<file path="config.mk">
export PLATFORM = sky130hd
export DESIGN_NAME = fpu_wb_arbiter_flat
export DESIGN_NICKNAME = d
export VERILOG_FILES = /design/src/rtl/fpu_pkg.sv /design/src/rtl/fpu_wb_arbiter_if.sv /design/src/rtl/fpu_wb_fifo.sv /design/src/rtl/fpu_wb_arbiter.sv /design/src/flat_wrapper.sv
export SDC_FILE = /design/constraint.sdc
export NUM_CORES = 1
export LEC_CHECK = 0
export CAP_MARGIN = 20
export CORE_UTILIZATION = 49
export DETAILED_ROUTE_END_ITERATION = 10
export GPL_TIMING_DRIVEN = 0
export HOLD_SLACK_MARGIN = 0.05
export PLACE_DENSITY = 0.76
export SYNTH_ARGS = -nofsm -noshare
export SYNTH_HDL_FRONTEND = slang
export SYNTH_SLANG_ARGS = --single-unit
</file>
<file path="constraint.sdc">
create_clock -name clk -period 2.1 [get_ports clk]
set_clock_uncertainty 0.05 [all_clocks]
set_input_delay 0.21 -clock clk [delete_from_list [all_inputs] [get_ports clk]]
set_output_delay 0.21 -clock clk [all_outputs]
set_load 0.05 [all_outputs]
</file>
<file path="src/rtl/fpu_pkg.sv">
`default_nettype none
// ============================================================================
// Module      : fpu_pkg
// Description : Shared constants and types for the FP register-file
//               write-back path: register/data widths, the write-back
//               result record and the hardwired-zero register index.
// Revision    : 1.0 - initial release
// ============================================================================
package fpu_pkg;

    localparam int DATA_W    = 32;
    localparam int ADDR_W    = 5;
    localparam int NUM_FREGS = 1 << ADDR_W;

    // f0 reads as zero and is never written
    localparam logic [ADDR_W-1:0] FREG_ZERO = '0;

    typedef struct packed {
        logic [ADDR_W-1:0] rd;
        logic [DATA_W-1:0] data;
    } wb_result_t;

endpackage
`default_nettype wire

</file>
<file path="src/rtl/fpu_wb_arbiter_if.sv">
`default_nettype none
// ============================================================================
// Module      : fpu_wb_arbiter_if
// Description : Bundle of the write-back arbiter's bus signals.
//               Groups: issue (issue_valid/issue_rd/issue_ready),
//               source A (a_valid/a_rd/a_data/a_ready),
//               source B (b_valid/b_rd/b_data/b_ready),
//               hazard query (chk_rs1/2, busy_rs1/2),
//               register-file port (wb_en/wb_rd/wb_data).
//               Modport slave is the arbiter view, master the driver view.
// Revision    : 1.0 - initial release
// ============================================================================
interface fpu_wb_arbiter_if;
    import fpu_pkg::*;

    logic              issue_valid;
    logic [ADDR_W-1:0] issue_rd;
    logic              issue_ready;

    logic              a_valid;
    logic [ADDR_W-1:0] a_rd;
    logic [DATA_W-1:0] a_data;
    logic              a_ready;

    logic              b_valid;
    logic [ADDR_W-1:0] b_rd;
    logic [DATA_W-1:0] b_data;
    logic              b_ready;

    logic [ADDR_W-1:0] chk_rs1;
    logic [ADDR_W-1:0] chk_rs2;
    logic              busy_rs1;
    logic              busy_rs2;

    logic              wb_en;
    logic [ADDR_W-1:0] wb_rd;
    logic [DATA_W-1:0] wb_data;

    modport slave (
        input  issue_valid, issue_rd, a_valid, a_rd, a_data,
               b_valid, b_rd, b_data, chk_rs1, chk_rs2,
        output issue_ready, a_ready, b_ready, busy_rs1, busy_rs2,
               wb_en, wb_rd, wb_data
    );

    modport master (
        output issue_valid, issue_rd, a_valid, a_rd, a_data,
               b_valid, b_rd, b_data, chk_rs1, chk_rs2,
        input  issue_ready, a_ready, b_ready, busy_rs1, busy_rs2,
               wb_en, wb_rd, wb_data
    );

endinterface
`default_nettype wire

</file>
<file path="src/rtl/fpu_wb_fifo.sv">
`default_nettype none
// ============================================================================
// Module      : fpu_wb_fifo
// Description : Synchronous FIFO of write-back results. Head is presented
//               combinationally; full/empty derive from a registered count.
//               Ports: clk, reset (async, active-high), i_push/i_push_data,
//               i_pop, o_full, o_empty, o_head.
//               Caller must not push when full or pop when empty.
// Revision    : 1.0 - initial release
// ============================================================================
module fpu_wb_fifo
    import fpu_pkg::*;
#(
    parameter int DEPTH = 4
) (
    input  wire        clk,
    input  wire        reset,
    input  wire        i_push,
    input  wb_result_t i_push_data,
    input  wire        i_pop,
    output logic       o_full,
    output logic       o_empty,
    output wb_result_t o_head
);

    localparam int c_PTR_W = $clog2(DEPTH);
    localparam int c_CNT_W = c_PTR_W + 1;

    wb_result_t         r_mem [DEPTH];
    logic [c_PTR_W-1:0] r_wr_ptr;
    logic [c_PTR_W-1:0] r_rd_ptr;
    logic [c_CNT_W-1:0] r_count;

    // Pointers wrap naturally because DEPTH is a power of two
    always_ff @(posedge clk or posedge reset) begin
        if (reset) begin
            r_wr_ptr <= '0;
            r_rd_ptr <= '0;
            r_count  <= '0;
        end else begin
            if (i_push) r_wr_ptr <= r_wr_ptr + 1'b1;
            if (i_pop)  r_rd_ptr <= r_rd_ptr + 1'b1;
            case ({i_push, i_pop})
                2'b10:   r_count <= r_count + 1'b1;
                2'b01:   r_count <= r_count - 1'b1;
                default: r_count <= r_count;
            endcase
        end
    end

    // Storage needs no reset: entries are only read once the count covers them
    always_ff @(posedge clk) begin
        if (i_push) r_mem[r_wr_ptr] <= i_push_data;
    end

    assign o_full  = (r_count == c_CNT_W'(DEPTH));
    assign o_empty = (r_count == '0);
    assign o_head  = r_mem[r_rd_ptr];

endmodule
`default_nettype wire

</file>
<file path="src/rtl/fpu_wb_arbiter.sv">
`default_nettype none
// ============================================================================
// Module      : fpu_wb_arbiter
// Description : Write-back arbiter for the FP register file. Serialises
//               pipelined-ALU results (source A) and buffered div/sqrt
//               results (source B, via FIFO) onto one write port with one
//               cycle of latency, with anti-starvation for B, and keeps a
//               pending-write scoreboard for RAW/WAW detection.
//               Ports: clk, reset (async, active-high), bus (slave view of
//               fpu_wb_arbiter_if: issue, A, B, hazard query, wb port).
// Revision    : 1.0 - initial release
// ============================================================================
module fpu_wb_arbiter
    import fpu_pkg::*;
#(
    parameter int B_FIFO_DEPTH = 4,
    parameter int STARVE_MAX   = 3
) (
    input  wire               clk,
    input  wire               reset,
    fpu_wb_arbiter_if.slave   bus
);

    localparam int c_STARVE_W = (STARVE_MAX < 1) ? 1 : $clog2(STARVE_MAX + 1);
    localparam logic [c_STARVE_W-1:0] c_STARVE_MAX = c_STARVE_W'(STARVE_MAX);

    logic                  w_fifo_full;
    logic                  w_fifo_empty;
    logic                  w_b_push;
    logic                  w_b_pop;
    logic                  w_a_win;
    logic                  w_force_b;
    logic                  w_win_valid;
    logic                  w_issue_ready;
    wb_result_t            w_fifo_head;
    wb_result_t            w_b_res;
    wb_result_t            w_win_res;
    logic [NUM_FREGS-1:0]  w_set_mask;
    logic [NUM_FREGS-1:0]  w_clr_mask;
    logic [NUM_FREGS-1:0]  w_busy_next;

    logic [c_STARVE_W-1:0] r_starve;
    logic [NUM_FREGS-1:0]  r_busy;
    logic                  r_wb_en;
    logic [ADDR_W-1:0]     r_wb_rd;
    logic [DATA_W-1:0]     r_wb_data;

    // ---------------- source-B buffer ----------------
    assign w_b_res  = {bus.b_rd, bus.b_data};
    assign w_b_push = bus.b_valid && !w_fifo_full;

    fpu_wb_fifo #(
        .DEPTH (B_FIFO_DEPTH)
    ) u_b_fifo (
        .clk         (clk),
        .reset       (reset),
        .i_push      (w_b_push),
        .i_push_data (w_b_res),
        .i_pop       (w_b_pop),
        .o_full      (w_fifo_full),
        .o_empty     (w_fifo_empty),
        .o_head      (w_fifo_head)
    );

    // ---------------- arbitration ----------------
    // B is forced only after STARVE_MAX consecutive A wins over a waiting B
    assign w_force_b   = !w_fifo_empty && (r_starve == c_STARVE_MAX);
    assign w_a_win     = bus.a_valid && !w_force_b;
    assign w_b_pop     = !w_fifo_empty && (!bus.a_valid || w_force_b);
    assign w_win_valid = w_a_win || w_b_pop;
    assign w_win_res   = w_a_win ? wb_result_t'({bus.a_rd, bus.a_data}) : w_fifo_head;

    always_ff @(posedge clk or posedge reset) begin
        if (reset) begin
            r_starve <= '0;
        end else if (w_fifo_empty || w_b_pop) begin
            r_starve <= '0;
        end else if (w_a_win && (r_starve != c_STARVE_MAX)) begin
            r_starve <= r_starve + 1'b1;
        end
    end

    // ---------------- registered write port ----------------
    // An rd==0 winner completes its handshake but never enables the write
    always_ff @(posedge clk or posedge reset) begin
        if (reset) begin
            r_wb_en   <= 1'b0;
            r_wb_rd   <= '0;
            r_wb_data <= '0;
        end else if (w_win_valid) begin
            r_wb_en   <= (w_win_res.rd != FREG_ZERO);
            r_wb_rd   <= w_win_res.rd;
            r_wb_data <= w_win_res.data;
        end else begin
            r_wb_en   <= 1'b0;
        end
    end

    // ---------------- scoreboard ----------------
    assign w_issue_ready = !r_busy[bus.issue_rd] || (bus.issue_rd == FREG_ZERO);

    always_comb begin
        w_set_mask = '0;
        w_clr_mask = '0;
        if (bus.issue_valid && w_issue_ready && (bus.issue_rd != FREG_ZERO))
            w_set_mask[bus.issue_rd] = 1'b1;
        if (r_wb_en)
            w_clr_mask[r_wb_rd] = 1'b1;
    end

    // Set is applied after clear so a same-cycle re-issue keeps the bit
    assign w_busy_next = (r_busy & ~w_clr_mask) | w_set_mask;

    always_ff @(posedge clk or posedge reset) begin
        if (reset) r_busy <= '0;
        else       r_busy <= {w_busy_next[NUM_FREGS-1:1], 1'b0};
    end

    // ---------------- outputs ----------------
    assign bus.issue_ready = w_issue_ready;
    assign bus.a_ready     = w_a_win;
    assign bus.b_ready     = !w_fifo_full;
    // A write sitting on the port still counts as pending (no bypass)
    assign bus.busy_rs1    = (bus.chk_rs1 != FREG_ZERO) &&
                             (r_busy[bus.chk_rs1] || (r_wb_en && (r_wb_rd == bus.chk_rs1)));
    assign bus.busy_rs2    = (bus.chk_rs2 != FREG_ZERO) &&
                             (r_busy[bus.chk_rs2] || (r_wb_en && (r_wb_rd == bus.chk_rs2)));
    assign bus.wb_en       = r_wb_en;
    assign bus.wb_rd       = r_wb_rd;
    assign bus.wb_data     = r_wb_data;

endmodule
`default_nettype wire

</file>
<file path="src/flat_wrapper.sv">
// flat-port wrapper written by rule: the top's interface ports become plain ports
module fpu_wb_arbiter_flat import fpu_pkg::*;
#(
    parameter int B_FIFO_DEPTH = 4,
    parameter int STARVE_MAX   = 3
)
  (clk, reset, bus_issue_valid, bus_issue_rd, bus_a_valid, bus_a_rd, bus_a_data, bus_b_valid, bus_b_rd, bus_b_data, bus_chk_rs1, bus_chk_rs2, bus_issue_ready, bus_a_ready, bus_b_ready, bus_busy_rs1, bus_busy_rs2, bus_wb_en, bus_wb_rd, bus_wb_data);
  fpu_wb_arbiter_if bus_i ();
  input  wire clk;
  input  wire reset;
  input wire logic [$bits(bus_i.issue_valid)-1:0] bus_issue_valid;
  input wire logic [$bits(bus_i.issue_rd)-1:0] bus_issue_rd;
  input wire logic [$bits(bus_i.a_valid)-1:0] bus_a_valid;
  input wire logic [$bits(bus_i.a_rd)-1:0] bus_a_rd;
  input wire logic [$bits(bus_i.a_data)-1:0] bus_a_data;
  input wire logic [$bits(bus_i.b_valid)-1:0] bus_b_valid;
  input wire logic [$bits(bus_i.b_rd)-1:0] bus_b_rd;
  input wire logic [$bits(bus_i.b_data)-1:0] bus_b_data;
  input wire logic [$bits(bus_i.chk_rs1)-1:0] bus_chk_rs1;
  input wire logic [$bits(bus_i.chk_rs2)-1:0] bus_chk_rs2;
  output wire logic [$bits(bus_i.issue_ready)-1:0] bus_issue_ready;
  output wire logic [$bits(bus_i.a_ready)-1:0] bus_a_ready;
  output wire logic [$bits(bus_i.b_ready)-1:0] bus_b_ready;
  output wire logic [$bits(bus_i.busy_rs1)-1:0] bus_busy_rs1;
  output wire logic [$bits(bus_i.busy_rs2)-1:0] bus_busy_rs2;
  output wire logic [$bits(bus_i.wb_en)-1:0] bus_wb_en;
  output wire logic [$bits(bus_i.wb_rd)-1:0] bus_wb_rd;
  output wire logic [$bits(bus_i.wb_data)-1:0] bus_wb_data;
  assign bus_i.issue_valid = bus_issue_valid;
  assign bus_i.issue_rd = bus_issue_rd;
  assign bus_i.a_valid = bus_a_valid;
  assign bus_i.a_rd = bus_a_rd;
  assign bus_i.a_data = bus_a_data;
  assign bus_i.b_valid = bus_b_valid;
  assign bus_i.b_rd = bus_b_rd;
  assign bus_i.b_data = bus_b_data;
  assign bus_i.chk_rs1 = bus_chk_rs1;
  assign bus_i.chk_rs2 = bus_chk_rs2;
  assign bus_issue_ready = bus_i.issue_ready;
  assign bus_a_ready = bus_i.a_ready;
  assign bus_b_ready = bus_i.b_ready;
  assign bus_busy_rs1 = bus_i.busy_rs1;
  assign bus_busy_rs2 = bus_i.busy_rs2;
  assign bus_wb_en = bus_i.wb_en;
  assign bus_wb_rd = bus_i.wb_rd;
  assign bus_wb_data = bus_i.wb_data;
  fpu_wb_arbiter #(.B_FIFO_DEPTH(B_FIFO_DEPTH), .STARVE_MAX(STARVE_MAX)) u_core (.clk(clk), .reset(reset), .bus(bus_i));
endmodule
</file>
# --- After elaboration in Yosys (flattened, before gate mapping) ---
# Memories as Yosys holds them, arrays and structs flattened.
# Index checks and enable logic that the tools add are counted.
op_classes:
  order_cmp: 6
  addsub: 5
  multipliers: 0
  div: 0
  n_eq_ne: 7
  reduce_logical: 32
  mux: 19
  shift: 0
  bitwise_logic: 3
op_table:
  columns: ["operator", "n"]
  rows:
  - ["$mux 32", 2]
  - ["$mux 37", 1]
  - ["$and 32x32->32", 1]
  - ["$not 32->32", 1]
  - ["$or 32x32->32", 1]
  - ["$lt 5x6->1 const B", 4]
  - ["$reduce_bool 5->1", 4]
  - ["$bmux 1 s5", 3]
  - ["$logic_and 1x1->1", 13]
  - ["$demux 1 s5", 2]
  - ["$eq 5x5->1", 2]
  - ["$ge 5x1->1 const B", 2]
  - ["$mux 1", 8]
  - ["$add 2x1->2 const B", 3]
  - ["$logic_or 1x1->1", 6]
  - ["$pmux 3 s2", 1]
  - ["$logic_not 1->1", 5]
  - ["$logic_not 5->1", 1]
  - ["$eq 2x2->1 const B", 2]
  - ["$mux 2", 2]
  - ["$reduce_bool 2->1", 2]
  - ["$add 3x1->3 const B", 1]
  - ["$eq 3x3->1 const B", 1]
  - ["$logic_not 3->1", 1]
  - ["3 further kinds", 3]
totals:
  memories: 1
  register_bits: 78
  word_cells: 81
  romBits: 0
  latch_bits: 0
  ramBits: 148
memory_table:
  columns: ["name", "depth", "word_bits", "read_ports", "rd_clocked_by_memory_dff", "wr", "line", "rtl"]
  rows:
  - ["u_core.u_b_fifo.r_mem", 4, 37, 1, 0, 1, "fpu_wb_fifo.sv:29", "wb_result_t r_mem [DEPTH];"]

# --- Logic depth before layout (Yosys ltp) ---
depth:
  word_depth: 8
  ltp_mapped: 11
  ltp_nobuf: 11

# --- By module ---
# A second synthesis with hierarchy kept.
hier_totals:
  cells_unflattened: 657
  hier_area_um2: 10023.4
modules_own_cells:
  columns: ["mod", "cells_each", "n_inst", "area_per_inst_um2"]
  rows:
  - ["fpu_wb_fifo", 230, 1, 5733.0]
  - ["fpu_wb_arbiter", 427, 1, 4290.4]

# --- Worst setup path after synthesis ---
# OpenSTA, ideal clock, no wires.
synth_timing:
  path_type: "register to output"
  from: "register u_core.r_wb_rd[4], in the netlist u_core.bus.wb_rd[4]"
  to: "output bus_busy_rs1"
  t_arrival_ns: 2.462
  path_slack_ns: -0.622
  n_path_buf: 1
  stages_incl_launch_ff: 7
  cell_sequence: "dfrtp_1 clkbuf_1 xor2_1 nor4_1 and3_1 o32ai_1 a31oi_1"
synth_between:
  elab_chain_cells: 4
synth_rtl:
  columns: ["element", "line", "rtl"]
  rows:
  - ["start, declared", "fpu_wb_arbiter.sv:45", "logic [ADDR_W-1:0] r_wb_rd;"]
  - ["start signal, assigned", "fpu_wb_arbiter.sv:92", "r_wb_rd <= w_win_res.rd;"]
  - ["$eq 5x5->1", "fpu_wb_arbiter.sv:125", "(r_busy[bus.chk_rs1] || (r_wb_en && (r_wb_rd == bus.chk_rs1)));"]
  - ["$logic_and 1x1->1", "fpu_wb_arbiter.sv:125", null]
  - ["$logic_or 1x1->1", "fpu_wb_arbiter.sv:125", null]
  - ["$logic_and 1x1->1", "fpu_wb_arbiter.sv:124", "assign bus.busy_rs1 = (bus.chk_rs1 != FREG_ZERO) &&"]
  - ["end, declared", "flat_wrapper.sv:24", "output wire logic [$bits(bus_i.busy_rs1)-1:0] bus_busy_rs1;"]
# No other way between the ends.

# --- Final worst setup path ---
layout_timing:
  from: "register u_core.r_busy[27]"
  to: "output bus_busy_rs2"
layout_between:
  elab_chain_cells: 4
layout_rtl:
  columns: ["element", "line", "rtl"]
  rows:
  - ["start, declared", "fpu_wb_arbiter.sv:43", "logic [NUM_FREGS-1:0] r_busy;"]
  - ["start signal, assigned", "fpu_wb_arbiter.sv:116", "else r_busy <= {w_busy_next[NUM_FREGS-1:1], 1'b0};"]
  - ["$bmux 1 s5", "fpu_wb_arbiter.sv:127", "(r_busy[bus.chk_rs2] || (r_wb_en && (r_wb_rd == bus.chk_rs2)));"]
  - ["$mux 1 (implied by the code)", "fpu_wb_arbiter.sv:127", null]
  - ["$logic_or 1x1->1", "fpu_wb_arbiter.sv:127", null]
  - ["$logic_and 1x1->1", "fpu_wb_arbiter.sv:126", "assign bus.busy_rs2 = (bus.chk_rs2 != FREG_ZERO) &&"]
  - ["end, declared", "flat_wrapper.sv:25", "output wire logic [$bits(bus_i.busy_rs2)-1:0] bus_busy_rs2;"]
# No other way between the ends. The select of a mux whose other input is x is not followed.

==> impl_metrics.env <==
export IMPL_run_status="complete, but fails checks"
export IMPL_failing_checks="setup timing"
export IMPL_cts_max_level=1
export IMPL_clk_transition_reported_paths_ns=0.06
export IMPL_path_class="reg2out"
export IMPL_cts_max_path_buffers=3
export IMPL_vias_per_cell=5.922
export IMPL_clock_tree_from_tritoncts="yes"
export IMPL_number_of_different_library_cells_in_the_post_synthesis_netlist=42
export IMPL_most_common_layout_cells="148 x sky130_fd_sc_hd__edfxtp_1, 126 x sky130_fd_sc_hd__clkdlybuf4s50_1, 76 x sky130_fd_sc_hd__dfrtp_1"
export IMPL_timing_reg2reg_setup_slack_ns=-0.07
export IMPL_insertedDiodeCount=0
export IMPL_maxCapViolCount=0
export IMPL_start_util_pct=50.05
export IMPL_die_width_um=143
export IMPL_std_cell_rows=51
export IMPL_path_max_fanout=4
export IMPL_max_slew_margin_rel_pct=32.19
export IMPL_post_cts_hold_buffer_count=0
export IMPL_drcViolationCount=0
export IMPL_comb_power_share_pct=40.1
export IMPL_sw_power_mw=6.681
export IMPL_detailedRoute_firstIterationViolations=508
export IMPL_ir_drop_mv=0.9990
export IMPL_die_h_um=143
export IMPL_cp_arrival_ns=2.46
export IMPL_maxSlewViolCount=0
export IMPL_detailed_place_hpwl_mm=15.60
export IMPL_synth_sequential_area_ratio_pct=65.66
export IMPL_grt_setup_unrepaired="yes"
export IMPL_crit_reg2reg_capture="u_core.r_busy[2]$_DFF_PP0_"
export IMPL_die_area_um2=20450
export IMPL_drt_antenna_violating_nets=0
export IMPL_placed_cells_incl_taps=1049
export IMPL_synthFlopType="sky130_fd_sc_hd__edfxtp_1"
export IMPL_first_global_vias=6692
export IMPL_rr_worst_depth=5
export IMPL_final_min_period_over_clock_period_pct=129.6
export IMPL_internal_power_mw=11.30
export IMPL_dr_pass1_iters=5
export IMPL_layout_setup_ws_ns=-0.6212
export IMPL_fin_crit_ns=2.721
export IMPL_num_nets_final=927
export IMPL_gp_congestion=0.8857
export IMPL_synth_area_um2=9742
export IMPL_grt_first_pass_wirelength_mm=36.54
export IMPL_required_time_worst_endpoint_ns=1.84
export IMPL_i_o_pin_count=137
export IMPL_area_delta_synth_final_pct=28.58
export IMPL_synth_fp_nets=749
export IMPL_fill_cells=1352
export IMPL_synth_seq_cells=226
export IMPL_fmaxAchievable_ghz=0.3675
export IMPL_synth_largest_type_area_fraction_pct=45.62
export IMPL_totalWireLength_mm=23.79
export IMPL_cts_sink_count=226
export IMPL_clock_group_share_of_total_power_pct=21.2
export IMPL_post_synth_top_area_cell="sky130_fd_sc_hd__edfxtp_1"
export IMPL_r2r_start="u_core.r_busy[28]$_DFF_PP0_"
export IMPL_drive_gt1_share_pct=21.52
export IMPL_synth_area_leaders="sky130_fd_sc_hd__edfxtp_1 46%, sky130_fd_sc_hd__dfrtp_1 20%, sky130_fd_sc_hd__mux4_2 13%"
export IMPL_static_leakage_power_nw=4.569
export IMPL_multi_input_area_um2=3293
export IMPL_clock_root_buffer="sky130_fd_sc_hd__clkbuf_16"
export IMPL_grt_overflow_total=0
export IMPL_synth_cells=648
export IMPL_clock_latency_ns=0.52
export IMPL_vias=6550
export IMPL_switching_share_of_total_power_pct=37.15
export IMPL_mostFrequentLayoutCell="sky130_fd_sc_hd__edfxtp_1"
export IMPL_max_slew_worst_pin_slew_ns=1.017
export IMPL_core_um2=19460
export IMPL_power_frac_seq_pct=38.7
export IMPL_drt_wirelength_per_cell_um=21.51
export IMPL_cts_made_buffers=23
export IMPL_buffers_on_ports=134
export IMPL_post_layout_nonfiller_instances=1106
export IMPL_warnings_synthesis=0
export IMPL_total_power_divided_by_cell_area_nw_per_um2=1436
export IMPL_final_seq_area_um2=6399
export IMPL_hold_violations=0
export IMPL_syn_mean_instance_area_um2=15.03
export IMPL_startpoint_type="flip-flop"
export IMPL_worstSetupEndpointType="output pin"
export IMPL_grt_use_total_pct=23.97
export IMPL_synthArstFlopShare_pct=34.51
export IMPL_grt_start_max_net_pins=41
export IMPL_number_of_antenna_violations_at_the_first_check_in_global_routing=1
export IMPL_final_setup_viol_count=8
export IMPL_fin_tns_setup_ns=-1.712
export IMPL_hold_crit_path_type="in2async"
export IMPL_synth_edf_count=148
==> stage by stage <==
step                worst slack (ns)  hold slack [ns]  power, mW  area [µm²]  util, %
floorplan                    -0.1875           0.2589      11.52        9799        -
global placement              -1.423           0.3817      13.57       11470    58.95
detailed placement            -1.448           0.4082      13.85       11510    59.15
CTS                          -0.6004          0.05383      17.94       12470    64.08
global route                 -0.6597          0.05853      18.75       12530    64.36
finish                       -0.6212          0.04494      17.99       12530    64.36
==> worst max-delay path: stages, from the launching register on <==
cell and delay, ns:
sky130_fd_sc_hd__dfrtp_1 0.40, sky130_fd_sc_hd__mux4_2 0.53, sky130_fd_sc_hd__mux4_2 0.51, sky130_fd_sc_hd__a311oi_2 0.29, sky130_fd_sc_hd__a21oi_4 0.06, sky130_fd_sc_hd__buf_6 0.17
==> registers in the layout, indices dropped and copies added (netlist names) <==
signal / count
u_core.bus.wb_rd: 5
u_core.u_b_fifo.r_rd_ptr: 2
u_core.u_b_fifo.r_mem: 148
u_core.bus.wb_data: 32
u_core.u_b_fifo.r_wr_ptr: 2
u_core.r_starve: 2
u_core.u_b_fifo.r_count: 3
u_core.r_busy: 31
u_core.bus.wb_en: 1
==> layout make-up <==
class / instances / share of cell area (%)
Multi-Input combinational cell: 375 / 26.29
Clock buffer: 28 / 4.745
Timing Repair Buffer: 155 / 12.28
Sequential cell: 226 / 51.08
Inverter: 11 / 0.3996
Buffer: 34 / 1.718
Clock inverter: 12 / 0.8391
Tap cell: 265 / 2.647
==> power by group through the flow <==
stage	logic (mW)	clock network [mW]	registers, mW
5_1_grt	7.64	4.02	7.10
6_report	7.20	3.81	6.97
4_1_cts	7.15	3.85	6.94
2_1_floorplan	3.47	0	8.05
3_5_place_dp	6.86	0	6.99
3_3_place_gp	6.70	0	6.87
==> synth_stat cells, types with 2 or more instances <==
cell type / count
sky130_fd_sc_hd__nand2b_1: 4
sky130_fd_sc_hd__nor2b_1: 3
sky130_fd_sc_hd__a21oi_1: 6
sky130_fd_sc_hd__edfxtp_1: 148
sky130_fd_sc_hd__inv_1: 10
sky130_fd_sc_hd__or3b_2: 5
sky130_fd_sc_hd__or3_1: 5
sky130_fd_sc_hd__clkbuf_1: 29
sky130_fd_sc_hd__mux2i_1: 10
sky130_fd_sc_hd__mux2_2: 5
sky130_fd_sc_hd__a221oi_1: 2
sky130_fd_sc_hd__nor2_1: 44
sky130_fd_sc_hd__mux4_1: 3
sky130_fd_sc_hd__a31oi_1: 34
sky130_fd_sc_hd__nor3_1: 5
sky130_fd_sc_hd__xor2_1: 11
sky130_fd_sc_hd__o21ai_0: 63
sky130_fd_sc_hd__ha_1: 6
sky130_fd_sc_hd__nand2_1: 71
sky130_fd_sc_hd__nand3_1: 4
sky130_fd_sc_hd__nor4_1: 2
sky130_fd_sc_hd__xnor2_1: 5
sky130_fd_sc_hd__dfrtp_1: 78
sky130_fd_sc_hd__and3_1: 8
sky130_fd_sc_hd__o21ai_2: 3
sky130_fd_sc_hd__nand3b_1: 7
sky130_fd_sc_hd__mux4_2: 57
sky130_fd_sc_hd__buf_2: 6
==> repair_timing <==
item,CTS,global route
setup endpoints to repair,74,70
pin swaps,8,7
gates resized for setup,83,21
buffers inserted,14,4
cloned,1,0
==> logic make-up (layout without fill, tap and decap cells) <==
logic type,after synthesis,after routing,share of synthesized area [%]
XOR/XNOR,16,16,1.438
AND/OR/NAND/NOR,162,162,7.655
buffers and inverters,47,240,1.888
multiplexers,75,75,15.59
AO/OA/AOI/OAI,115,115,6.794
flip-flops,226,226,65.66
adder cells (fa/ha/maj),7,7,0.9761
==> metal layers <==
layer | wire length (µm) | global-route usage (%)
met1 | 9377 | 30.65
met2 | 12040 | 41.49
met3 | 1694 | 4.359
met4 | 663 | 7.697
met5 | 11 | 0
==> worst max path at each step <==
stage                                     from  slack [ns]            to
3_3_place_gp                    bus_chk_rs2[0]       -1.42  bus_busy_rs2
6_report           u_core.r_busy[27]$_DFF_PP0_       -0.62  bus_busy_rs2
5_1_grt            u_core.r_busy[27]$_DFF_PP0_       -0.66  bus_busy_rs2
4_1_cts            u_core.r_busy[27]$_DFF_PP0_       -0.60  bus_busy_rs2
3_5_place_dp                    bus_chk_rs2[1]       -1.45  bus_busy_rs2
2_1_floorplan  u_core.bus.wb_rd[4]$_DFFE_PP0P_       -0.19  bus_busy_rs1
(Power assumes the default switching activity.)
